<file path="src/rtl/fill_rect.sv">
// Rectangle fill engine: paints a clamped, axis-aligned rectangle on the framebuffer,
// one pixel per clock, column-major, behind a level-sensitive start/done handshake.
module fill_rect #(
  parameter int unsigned SCREEN_W = 160,
  parameter int unsigned SCREEN_H = 120
) (
  input  logic       clk,
  input  logic       rst_n,
  input  logic       start,
  input  logic [7:0] x0,
  input  logic [6:0] y0,
  input  logic [7:0] x1,
  input  logic [6:0] y1,
  input  logic [2:0] colour,
  input  logic       stripe,
  output logic       done,
  output logic [7:0] vga_x,
  output logic [6:0] vga_y,
  output logic [2:0] vga_colour,
  output logic       vga_plot
);

  localparam int unsigned XW = 8;
  localparam int unsigned YW = 7;
  localparam int unsigned CW = 3;
  localparam logic [XW-1:0] X_MAX = XW'(SCREEN_W - 1);
  localparam logic [YW-1:0] Y_MAX = YW'(SCREEN_H - 1);

  typedef enum logic [1:0] {IDLE, FILL, DONE} state_t;

  state_t        state_q, state_n;
  logic [XW-1:0] x_q, x_n, xb_q, xb_n;
  logic [YW-1:0] y_q, y_n, ya_q, ya_n, yb_q, yb_n;
  logic [CW-1:0] colour_q, colour_n, pix_q, pix_n;
  logic          stripe_q, stripe_n;
  logic          plot_q, plot_n;
  logic          done_q, done_n;

  logic [XW-1:0] xa_c, xb_c, x_inc_c;
  logic [YW-1:0] ya_c, yb_c;

  // Clamp requested corners onto the visible framebuffer
  assign xa_c    = (x0 > X_MAX) ? X_MAX : x0;
  assign xb_c    = (x1 > X_MAX) ? X_MAX : x1;
  assign ya_c    = (y0 > Y_MAX) ? Y_MAX : y0;
  assign yb_c    = (y1 > Y_MAX) ? Y_MAX : y1;
  assign x_inc_c = x_q + XW'(1);

  always_ff @(posedge clk or negedge rst_n) begin
    if (!rst_n) begin
      state_q  <= IDLE;
      x_q      <= '0;
      y_q      <= '0;
      ya_q     <= '0;
      xb_q     <= '0;
      yb_q     <= '0;
      colour_q <= '0;
      stripe_q <= 1'b0;
      pix_q    <= '0;
      plot_q   <= 1'b0;
      done_q   <= 1'b0;
    end else begin
      state_q  <= state_n;
      x_q      <= x_n;
      y_q      <= y_n;
      ya_q     <= ya_n;
      xb_q     <= xb_n;
      yb_q     <= yb_n;
      colour_q <= colour_n;
      stripe_q <= stripe_n;
      pix_q    <= pix_n;
      plot_q   <= plot_n;
      done_q   <= done_n;
    end
  end

  // Next state and next registered outputs; x/y counters double as the pixel address
  always_comb begin
    state_n  = state_q;
    x_n      = x_q;
    y_n      = y_q;
    ya_n     = ya_q;
    xb_n     = xb_q;
    yb_n     = yb_q;
    colour_n = colour_q;
    stripe_n = stripe_q;
    pix_n    = pix_q;
    plot_n   = 1'b0;
    done_n   = done_q;

    case (state_q)
      IDLE: begin
        if (start) begin
          ya_n     = ya_c;
          xb_n     = xb_c;
          yb_n     = yb_c;
          colour_n = colour;
          stripe_n = stripe;
          if ((xa_c > xb_c) || (ya_c > yb_c)) begin
            state_n = DONE;
            done_n  = 1'b1;
          end else begin
            state_n = FILL;
            plot_n  = 1'b1;
            x_n     = xa_c;
            y_n     = ya_c;
            pix_n   = stripe ? xa_c[CW-1:0] : colour;
          end
        end
      end
      FILL: begin
        if ((x_q == xb_q) && (y_q == yb_q)) begin
          state_n = DONE;
          done_n  = 1'b1;
        end else begin
          plot_n = 1'b1;
          if (y_q == yb_q) begin
            // Column finished: wrap to the top row of the next column
            y_n   = ya_q;
            x_n   = x_inc_c;
            pix_n = stripe_q ? x_inc_c[CW-1:0] : colour_q;
          end else begin
            y_n = y_q + YW'(1);
          end
        end
      end
      DONE: begin
        if (!start) begin
          state_n = IDLE;
          done_n  = 1'b0;
        end
      end
      default: begin
        state_n = IDLE;
        done_n  = 1'b0;
      end
    endcase
  end

  assign done       = done_q;
  assign vga_x      = x_q;
  assign vga_y      = y_q;
  assign vga_colour = pix_q;
  assign vga_plot   = plot_q;

endmodule

</file>
<file path="config.mk">
export PLATFORM = sky130hd
export DESIGN_NAME = fill_rect
export DESIGN_NICKNAME = d
export VERILOG_FILES = /design/src/rtl/fill_rect.sv
export SDC_FILE = /design/constraint.sdc
export NUM_CORES = 1
export LEC_CHECK = 0
export ABC_CLOCK_PERIOD_IN_PS = 2900
export BUFFER_PORTS_ARGS = -buffer_cell sky130_fd_sc_hd__buf_2
export CELL_PAD_IN_SITES_DETAIL_PLACEMENT = 0
export CELL_PAD_IN_SITES_GLOBAL_PLACEMENT = 1
export CORE_ASPECT_RATIO = 1.75
export CORE_MARGIN = 4
export CORE_UTILIZATION = 43
export CTS_BUF_LIST = sky130_fd_sc_hd__clkbuf_2
export CTS_CLUSTER_SIZE = 28
export DETAILED_ROUTE_END_ITERATION = 6
export HOLD_SLACK_MARGIN = 0.03
export PLACE_DENSITY_LB_ADDON = 0.1
export SLEW_MARGIN = 0
export SYNTH_ARGS = -nofsm -noshare
export SYNTH_HDL_FRONTEND = slang
export SYNTH_SLANG_ARGS = --single-unit
</file>
<file path="constraint.sdc">
create_clock -name clk -period 2.9 [get_ports clk]
set_input_delay 0.29 -clock clk [delete_from_list [all_inputs] [get_ports clk]]
set_output_delay 0.29 -clock clk [all_outputs]
set_load 0.01 [all_outputs]
</file>
==> results.md, run 1 <==
* 52.32% — Layout Utilization
* 8.920 sq um — mean instance size in the synthesized netlist
* simple AND/OR/NAND/NOR gates — main combinational cell family by area after synthesis
* 384.6 MHz — fmax
* 23.43% — layout cell share with drive strength beyond 1
* 7992 um — final wirelength
* 48 — Synth Register Bits
* 2626 — vias in the first global route
* 0 — sum of overflow across all layers after global routing
* 0 — Fin. Hold Viols
* input port to flop — critical path type
* 0 — number of design rule violations left after detail routing
* 0 — setup bufs post-CTS
* 516.0 uV — Peak VDD IR
* 6189 um — HPWL after DPL
* 662 — fill cell count
* 897.5 mW/mm^2 — Cell Pwr Density
* 9.2% — clock group share of total power
* 50 — DRC marker count from the first detailed-route iteration
* 5 — number of buffers added by the clock tree synthesis step
* 43.71% — switching part of the total power
* 0 — number of antenna violations at the first check in global routing
* 19.78% — Total Routing Usage GR
* 43.82% — remaining max-slew budget at the tightest pin
* 56 — Port Buffer Count
* -65.76 ps — pre-CTS setup slack
* 16.68 um — post-detailed-route wirelength per cell
* 0 — antenna viol nets, final
* 386 — Net Count, Synth
* 1754 uW — total internal power
* 19.26% — area fraction in and, or, nand and nor cells after synthesis
* 2970 ps — critical path data arrival time
* 1362 uW — reported net switching power
* 48 — # clock sinks
* 0 — final count of pins violating max slew
* 36 — maximum number of pins on one net before global-route repair
* flop — critical path endpoint category
* 2 — deepest level of the CTS H-tree
* 3116 uW — Pwr Total
* 42.6% — relative contribution of sequential cells to total power
* 40.56% — portion of the post-synthesis area used by sequential elements
* 15.25% — area fraction in compound gates after synthesis
* 0 — number of enable-type register cells in the synthesized netlist
* input port — kind of launch point of the worst setup path
* 12970 um — wire length of the first global-routing pass
* 450 ps — clock network latency to the later pin of the worst-skew pair
* 70.74 um — Die Span X
* 842.7 ps — transition at the pin with the smallest max-transition slack
* 5 — CTS Hold Buffers Added
* 0.8267 — Final Wtd Congestion
* 0 — Synthesis Warnings
* 0.006636 sq mm — Core Footprint
* 2600 ps — final critical path time including I/O delays and setup
* 0.001692 uW — total leakage power
* 17.24% — area added between synthesis and finish
* 57 — count of pins on the block boundary
* complete, no violations — run status
* 7.985% — fraction of synthesized area in multiplexers
* 100.0% — proportion of synthesized flip-flops having asynchronous set or reset
* 5.413 — via-per-instance ratio
* 4 — first drt pass iteration count
* 332 — Post-Syn Instances
* 89.67% — share of the cycle needed by the critical path after routing
* 66.01 ps — Hold Slack
* 250 ps — Clock Pin Slew Worst Setup and Hold Paths
* 3270 ps — data required time of the worst path
* 6.210% — share of the synthesized netlist area taken by xor and xnor gates
* 299.6 ps — setup slack after layout
* 466 — # placed instances
* 0.001201 sq mm — Sequential cell area
* 14.94 ps — setup clock skew after layout
* input port to flop — worst hold path class
* 9 — crit path max fanout
* 0.002962 sq mm — cell area after synthesis
* 0 — final antenna diode count
* 479 — count of non-filler cells in the finished layout
* 0.008332 sq mm — floorplan die area
* sky130_fd_sc_hd__dfrtp_1 — Primary FF master, synth
* 2 — maximum clock insertion buffer count
* 44.63% — Starting Density
* 0 — setup violation total in the final timing report
* 450 — final-stage net count
* 0 — max-cap viol count
* 0.001655 sq mm — area of combinational cells with multiple inputs
* 2593 — Vias
* 39 — number of rows in the core area
* built — CTS tree
* 0 — post_cts resized
* 7.182% — area share of fa/ha/maj cells after synthesis
* sky130_fd_sc_hd__clkbuf_2 — buffer type at the clock tree root
* 46 — Synth cell types
* 48.2% — combinational group share of total power
* 117.8 um — Die Ht
* no — setup repair after global routing missed its margin
metrics by stage:
step / instance area [sq um] / TNS, ps
6_report: 3472 / 0
5_1_grt: 3472 / 0
4_1_cts: 3472 / 0
3_5_place_dp: 3378 / -229.5
3_3_place_gp: 3378 / -4.589
2_1_floorplan: 2962 / 0
flip-flops by register name (all words and copies together) (netlist names):
register / cells
xb_q: 8
stripe_q: 1
colour_q: 3
yb_q: 7
vga_x: 8
done: 1
ya_q: 7
vga_plot: 1
vga_y: 7
vga_colour: 3
state_q: 2
synthesized netlist by cell type, drive strengths merged, types with 3 or more instances:
library cell | instances | area (sq um)
nand2 | 63 | 236.5
dfrtp | 48 | 1201
o21ai | 32 | 163.9
ha | 17 | 212.7
nor2 | 17 | 63.81
a21oi | 16 | 80.08
xor2 | 15 | 131.4
clkbuf | 13 | 48.80
mux2 | 13 | 146.4
inv | 9 | 33.78
mux2i | 9 | 90.09
nand2b | 8 | 50.05
nand3 | 8 | 40.04
xnor2 | 6 | 52.55
buf | 5 | 22.52
nor2b | 5 | 31.28
nand4 | 4 | 25.02
o211ai | 4 | 30.03
o22ai | 4 | 25.02
nor4 | 3 | 18.77
o31ai | 3 | 22.52
area by class of cell:
class | count | share of cell area, %
tap | 82 | 2.955
inverter | 9 | 0.9730
sequential | 48 | 34.59
clock inverter | 3 | 0.5405
clock buffer | 5 | 0.7207
multi-input combinational | 257 | 47.68
timing repair buffer | 75 | 12.54
layer usage:
| layer | routed length (um) | track usage [%] |
|---|---|---|
| met5 | 0 | 0 |
| met4 | 258 | 9.059 |
| met3 | 305 | 2.991 |
| met2 | 4402 | 36.16 |
| met1 | 3026 | 21.72 |
cell usage in the layout (no fill, tap or decap), drive strengths merged, types with 2 or more instances in the layout:
cell	Yosys	routed
nand4	4	4
nor2	17	17
o22ai	4	4
o21ai	32	32
a21oi	16	16
a31oi	2	2
clkbuf	13	5
nand3	8	8
dlygate4sd3	0	5
mux2i	9	9
inv	9	9
nand2	63	63
and2	2	2
xor2	15	15
or2	2	2
mux2	13	13
clkinvlp	0	2
o211ai	4	4
o31ai	3	3
nand2b	8	8
nor4	3	3
or3	2	2
nor3b	2	2
nor2b	5	5
a22o	2	2
o2bb2a	2	2
buf	5	70
dfrtp	48	48
ha	17	17
xnor2	6	6
and3	2	2
power by group through the flow:
stage	clock network (uW)	logic, uW	registers (uW)
after floorplan	0	994	1310
after global placement	0	1500	1340
after detailed placement	0	1510	1350
after CTS	300	1520	1330
after global routing	324	1690	1370
final	287	1500	1330
final timing paths:
path,startpoint,end,slack (ps),cells after the start
max in group asynchronous,rst_n,vga_x[6]$_DFFE_PN0P_,1760,3
hold reg to reg,ya_q[4]$_DFFE_PN0P_,ya_q[4]$_DFFE_PN0P_,510,2
setup / recovery,y0[6],vga_x[4]$_DFFE_PN0P_,300,12
hold / removal,start,state_q[1]$_DFFE_PN0P_,70,3
setup reg to reg,vga_y[0]$_DFFE_PN0P_,vga_colour[2]$_DFFE_PN0P_,420,6
min in group asynchronous,rst_n,yb_q[5]$_DFFE_PN0P_,420,2
worst max-delay path, cell delays in order:
cell and delay, ps:
sky130_fd_sc_hd__dlygate4sd3_1 520, sky130_fd_sc_hd__buf_2 150, sky130_fd_sc_hd__nand4_1 150, sky130_fd_sc_hd__and2_1 250, sky130_fd_sc_hd__ha_1 290, sky130_fd_sc_hd__nand4_1 100, sky130_fd_sc_hd__a21oi_1 130, sky130_fd_sc_hd__o22ai_1 110
sky130_fd_sc_hd__o211ai_1 180, sky130_fd_sc_hd__nand2_1 340, sky130_fd_sc_hd__buf_4 260, sky130_fd_sc_hd__a22o_1 200
cell families after synthesis:
logic type | Yosys count
flops | 48
simple gates | 123
fa+ha+maj | 17
compound gates | 74
buf+inv | 27
xor+xnor | 21
mux | 22
Note: power is estimated with default switching activity, not from simulation.
==> inputs of run 2 (changes only) <==
ABC_AREA = 1   (was default)
CORE_UTILIZATION = 41   (was 43)
==> results.md, run 2 <==
* complete, no violations — run status
* 100.0% — proportion of synthesized flip-flops having asynchronous set or reset, unchanged
* 13.70% — area added between synthesis and finish
* 42 — number of rows in the core area, +7.7%
* 2 — deepest level of the CTS H-tree, unchanged
* 14.65 um — post-detailed-route wirelength per cell, -12%
* 7373 um — HPWL after DPL, +19%
* 4.986 — via-per-instance ratio, -7.9%
* 0 ps — total negative slack for setup checks, unchanged
* 0.001201 sq mm — Sequential cell area, unchanged
* 0 — Synthesis Warnings, unchanged
* 42.63% — Starting Density, -2.0 points
* 898.5 ps — setup slack after layout, +598.9 ps
* 600 ps — delay of the slowest cell on the worst path, +80 ps
* 0 — number of enable-type register cells in the synthesized netlist, unchanged
* sky130_fd_sc_hd__nand2_1 — most common cell after layout, fill and taps aside
* 0.007672 sq mm — Core Footprint, +16%
* 602 — final-stage net count, +34%
* 0 — number of antenna violations at the first check in global routing, unchanged
* 0 — setup violation total in the final timing report, unchanged
* 48 — Synth Register Bits, unchanged
* 15.48% — layout cell share with drive strength beyond 1, -7.9 points
* sky130_fd_sc_hd__nand2_1 — most frequently used cell type in the post-synthesis netlist
* 2002 ps — final critical path time including I/O delays and setup, -598.9 ps
* 0 — max-cap viol count, unchanged
* 69.02% — share of the cycle needed by the critical path after routing, -21 points
* 0 — post_cts resized, unchanged
* flop — critical path endpoint category
* 57 — count of pins on the block boundary, unchanged
* sky130_fd_sc_hd__dfrtp_1 — post-synthesis cell type with the largest combined area
* 0 — antenna viol nets, final, unchanged
* 2 — maximum clock insertion buffer count, unchanged
* 0.003271 sq mm — cell area after synthesis, +10%
* 9334 um — final wirelength, +17%
* 0.009526 sq mm — floorplan die area, +14%
* 11 — crit path max fanout, +2
* 0.8304 — Final Wtd Congestion, +0.45%
* 0 — final antenna diode count, unchanged
* 15060 um — wire length of the first global-routing pass, +16%
* 818 — fill cell count, +24%
* 545 — Net Count, Synth, +41%
* 188 x sky130_fd_sc_hd__nand2_1, 61 x sky130_fd_sc_hd__inv_1, 56 x sky130_fd_sc_hd__buf_2, 48 x sky130_fd_sc_hd__dfrtp_1, 40 x sky130_fd_sc_hd__o21ai_0 — commonest non-fill, non-tap cells in the layout
* 260 ps — Clock Pin Slew Worst Setup and Hold Paths, about the same
* flop — kind of launch point of the worst setup path
* 3270 ps — data required time of the worst path, about the same
* 36.73% — area fraction of the dominant cell type after synthesis, -3.8 points
* sky130_fd_sc_hd__dfrtp_1 — Primary FF master, synth
* 233.1 uV — Peak VDD IR, -55%
* sky130_fd_sc_hd__dfrtp_1 37%, sky130_fd_sc_hd__nand2_1 22%, sky130_fd_sc_hd__inv_1 7.0%, sky130_fd_sc_hd__ha_1 6.5%, sky130_fd_sc_hd__o21ai_0 6.1% — largest cells by area after synthesis
* 5 — number of buffers added by the clock tree synthesis step, unchanged
* 499.6 MHz — fmax, +30%
* built — CTS tree
* 0.002071 uW — total leakage power, +22%
* 3176 — Vias, +22%
* 153 — DRC marker count from the first detailed-route iteration, +210%
* 56 — Port Buffer Count, unchanged
* 4 — first drt pass iteration count, unchanged
* 41 — maximum number of pins on one net before global-route repair, +14%
* 491 — Post-Syn Instances, +48%
* 319.2 mW/mm^2 — Cell Pwr Density, -64%
* 48 — # clock sinks, unchanged
* 664.3 ps — transition at the pin with the smallest max-transition slack, -178.4 ps
* 75.52 um — Die Span X, +6.8%
* no — setup repair after global routing missed its margin
* sky130_fd_sc_hd__nand2_1 — cell seen most often among critical-path stages
* input port to flop — worst hold path class
* 6.661 sq um — mean instance size in the synthesized netlist, -25%
* 0 — Fin. Hold Viols, unchanged
* 450 ps — clock network latency to the later pin of the worst-skew pair, about the same
* 0 — sum of overflow across all layers after global routing, unchanged
* 17.35 ps — setup clock skew after layout, +2.410 ps
* 0 — final count of pins violating max slew, unchanged
* 2370 ps — critical path data arrival time, -600 ps
* 441.7 ps — pre-CTS setup slack, +507.5 ps
* 126.2 um — Die Ht, +7.1%
* inv_2 -> nand2_1 -> nand2_1 -> nor2_1 -> nand2_1 -> nor2_4 -> nand2_1 -> nand2_1 -> nand2_2 -> nand2_1 -> nand2_1 — worst path cell trace
* 3113 — vias in the first global route, +19%
* 188 x sky130_fd_sc_hd__nand2_1, 61 x sky130_fd_sc_hd__inv_1, 48 x sky130_fd_sc_hd__dfrtp_1 — top cells by instance count after synthesis
* 0.001740 sq mm — area of combinational cells with multiple inputs, +5.1%
* sky130_fd_sc_hd__clkbuf_2 — buffer type at the clock tree root
* simple AND/OR/NAND/NOR gates — Crit path max-delay family
* 69.18 ps — Hold Slack, +3.169 ps
* sky130_fd_sc_hd__dfrtp_1 — CP max stage cell
* 36.73% — portion of the post-synthesis area used by sequential elements, -3.8 points
* 0 — number of design rule violations left after detail routing, unchanged
* 1 — count of buffer and inverter cells on the critical path, -2
* flop to flop — critical path type
* 20.76% — Total Routing Usage GR, +0.99 points
* 55.71% — remaining max-slew budget at the tightest pin, +12 points
* 27 — Synth cell types, -41%
## run 2: cell count changes after synthesis, sizes merged, moves of 4 or more
cell,previous run,this run
mux2,13,0
mux2i,9,0
nor2b,5,0
nor2,17,37
o211ai,4,0
nand2,63,190
nand2b,8,0
nand3,8,34
or2,2,7
xor2,15,7
o21ai,32,40
inv,9,64
## run 2: cell type report
cell class,instances,share of cell area [%]
flip-flops and latches,48,32.30
well taps,88,2.961
clock inverters,3,1.009
repair buffers,66,9.690
multi-input cells,362,46.80
inverters,65,6.561
clock buffers,5,0.6729
## run 2: where the power goes
group | internal, uW | switching [uW] | leakage [uW]
sequential | 671 | 0 | 0.000590
clock | 140 | 235 | 0.0000380
combinational | 56.2 | 84.3 | 0.00144
total | 867 | 319 | 0.00207
## run 2: worst paths after layout
check	start	endpoint	slack [ps]	cells past startpoint
min in group asynchronous	rst_n	xb_q[5]$_DFFE_PN0P_	350	2
worst min register to register	vga_colour[1]$_DFFE_PN0P_	vga_colour[1]$_DFFE_PN0P_	500	2
worst max register to register	vga_y[2]$_DFFE_PN0P_	vga_y[5]$_DFFE_PN0P_	900	11
worst max-delay path	vga_y[2]$_DFFE_PN0P_	vga_y[5]$_DFFE_PN0P_	900	11
max in group asynchronous	rst_n	ya_q[6]$_DFFE_PN0P_	1760	3
worst min-delay path	colour[1]	colour_q[1]$_DFFE_PN0P_	70	3
## run 2: tightest hold or removal path, cell delays in order
cell	delay [ps]
sky130_fd_sc_hd__buf_2	90
sky130_fd_sc_hd__inv_1	50
sky130_fd_sc_hd__o21ai_0	80
## run 2: logic make-up (layout without fill, tap and decap cells)
logic type      after synthesis  after routing  share of synthesized area [%]
compound gates               61             61                          9.602
xor+xnor                     10             10                          2.678
fa+ha+maj                    17             17                          6.503
buf+inv                      81            139                          10.06
flops                        48             48                          36.73
simple gates                274            274                          34.43
## run 2: routing by layer
layer / vias to the layer above / share of wire [%] / track usage (%) / wire, um
li1: 1641 / - / - / -
met1: 1462 / 37 / 21.62 / 3469
met2: 58 / 57 / 39.79 / 5313
met3: 15 / 2.9 / 2.791 / 275
met4: 0 / 3.0 / 7.415 / 276
met5: - / 0 / 0 / 0
## run 2: timing repair
| action | CTS | global route |
|---|---|---|
| hold endpoints to repair | 27 | 0 |
| buffers inserted | 0 | 0 |
| hold buffers | 2 | 0 |
## run 2: per-stage QoR
| step | instances | utilization [%] | power (uW) | cell area, sq um |
|---|---|---|---|---|
| 2_1_floorplan | 491 | - | 753.4 | 3271 |
| 3_3_place_gp | 627 | 47.39 | 820.6 | 3636 |
| 3_5_place_dp | 627 | 47.39 | 822.8 | 3636 |
| 4_1_cts | 637 | 48.47 | 1203 | 3719 |
| 5_1_grt | 637 | 48.47 | 1243 | 3719 |
| 6_report | 637 | 48.47 | 1187 | 3719 |
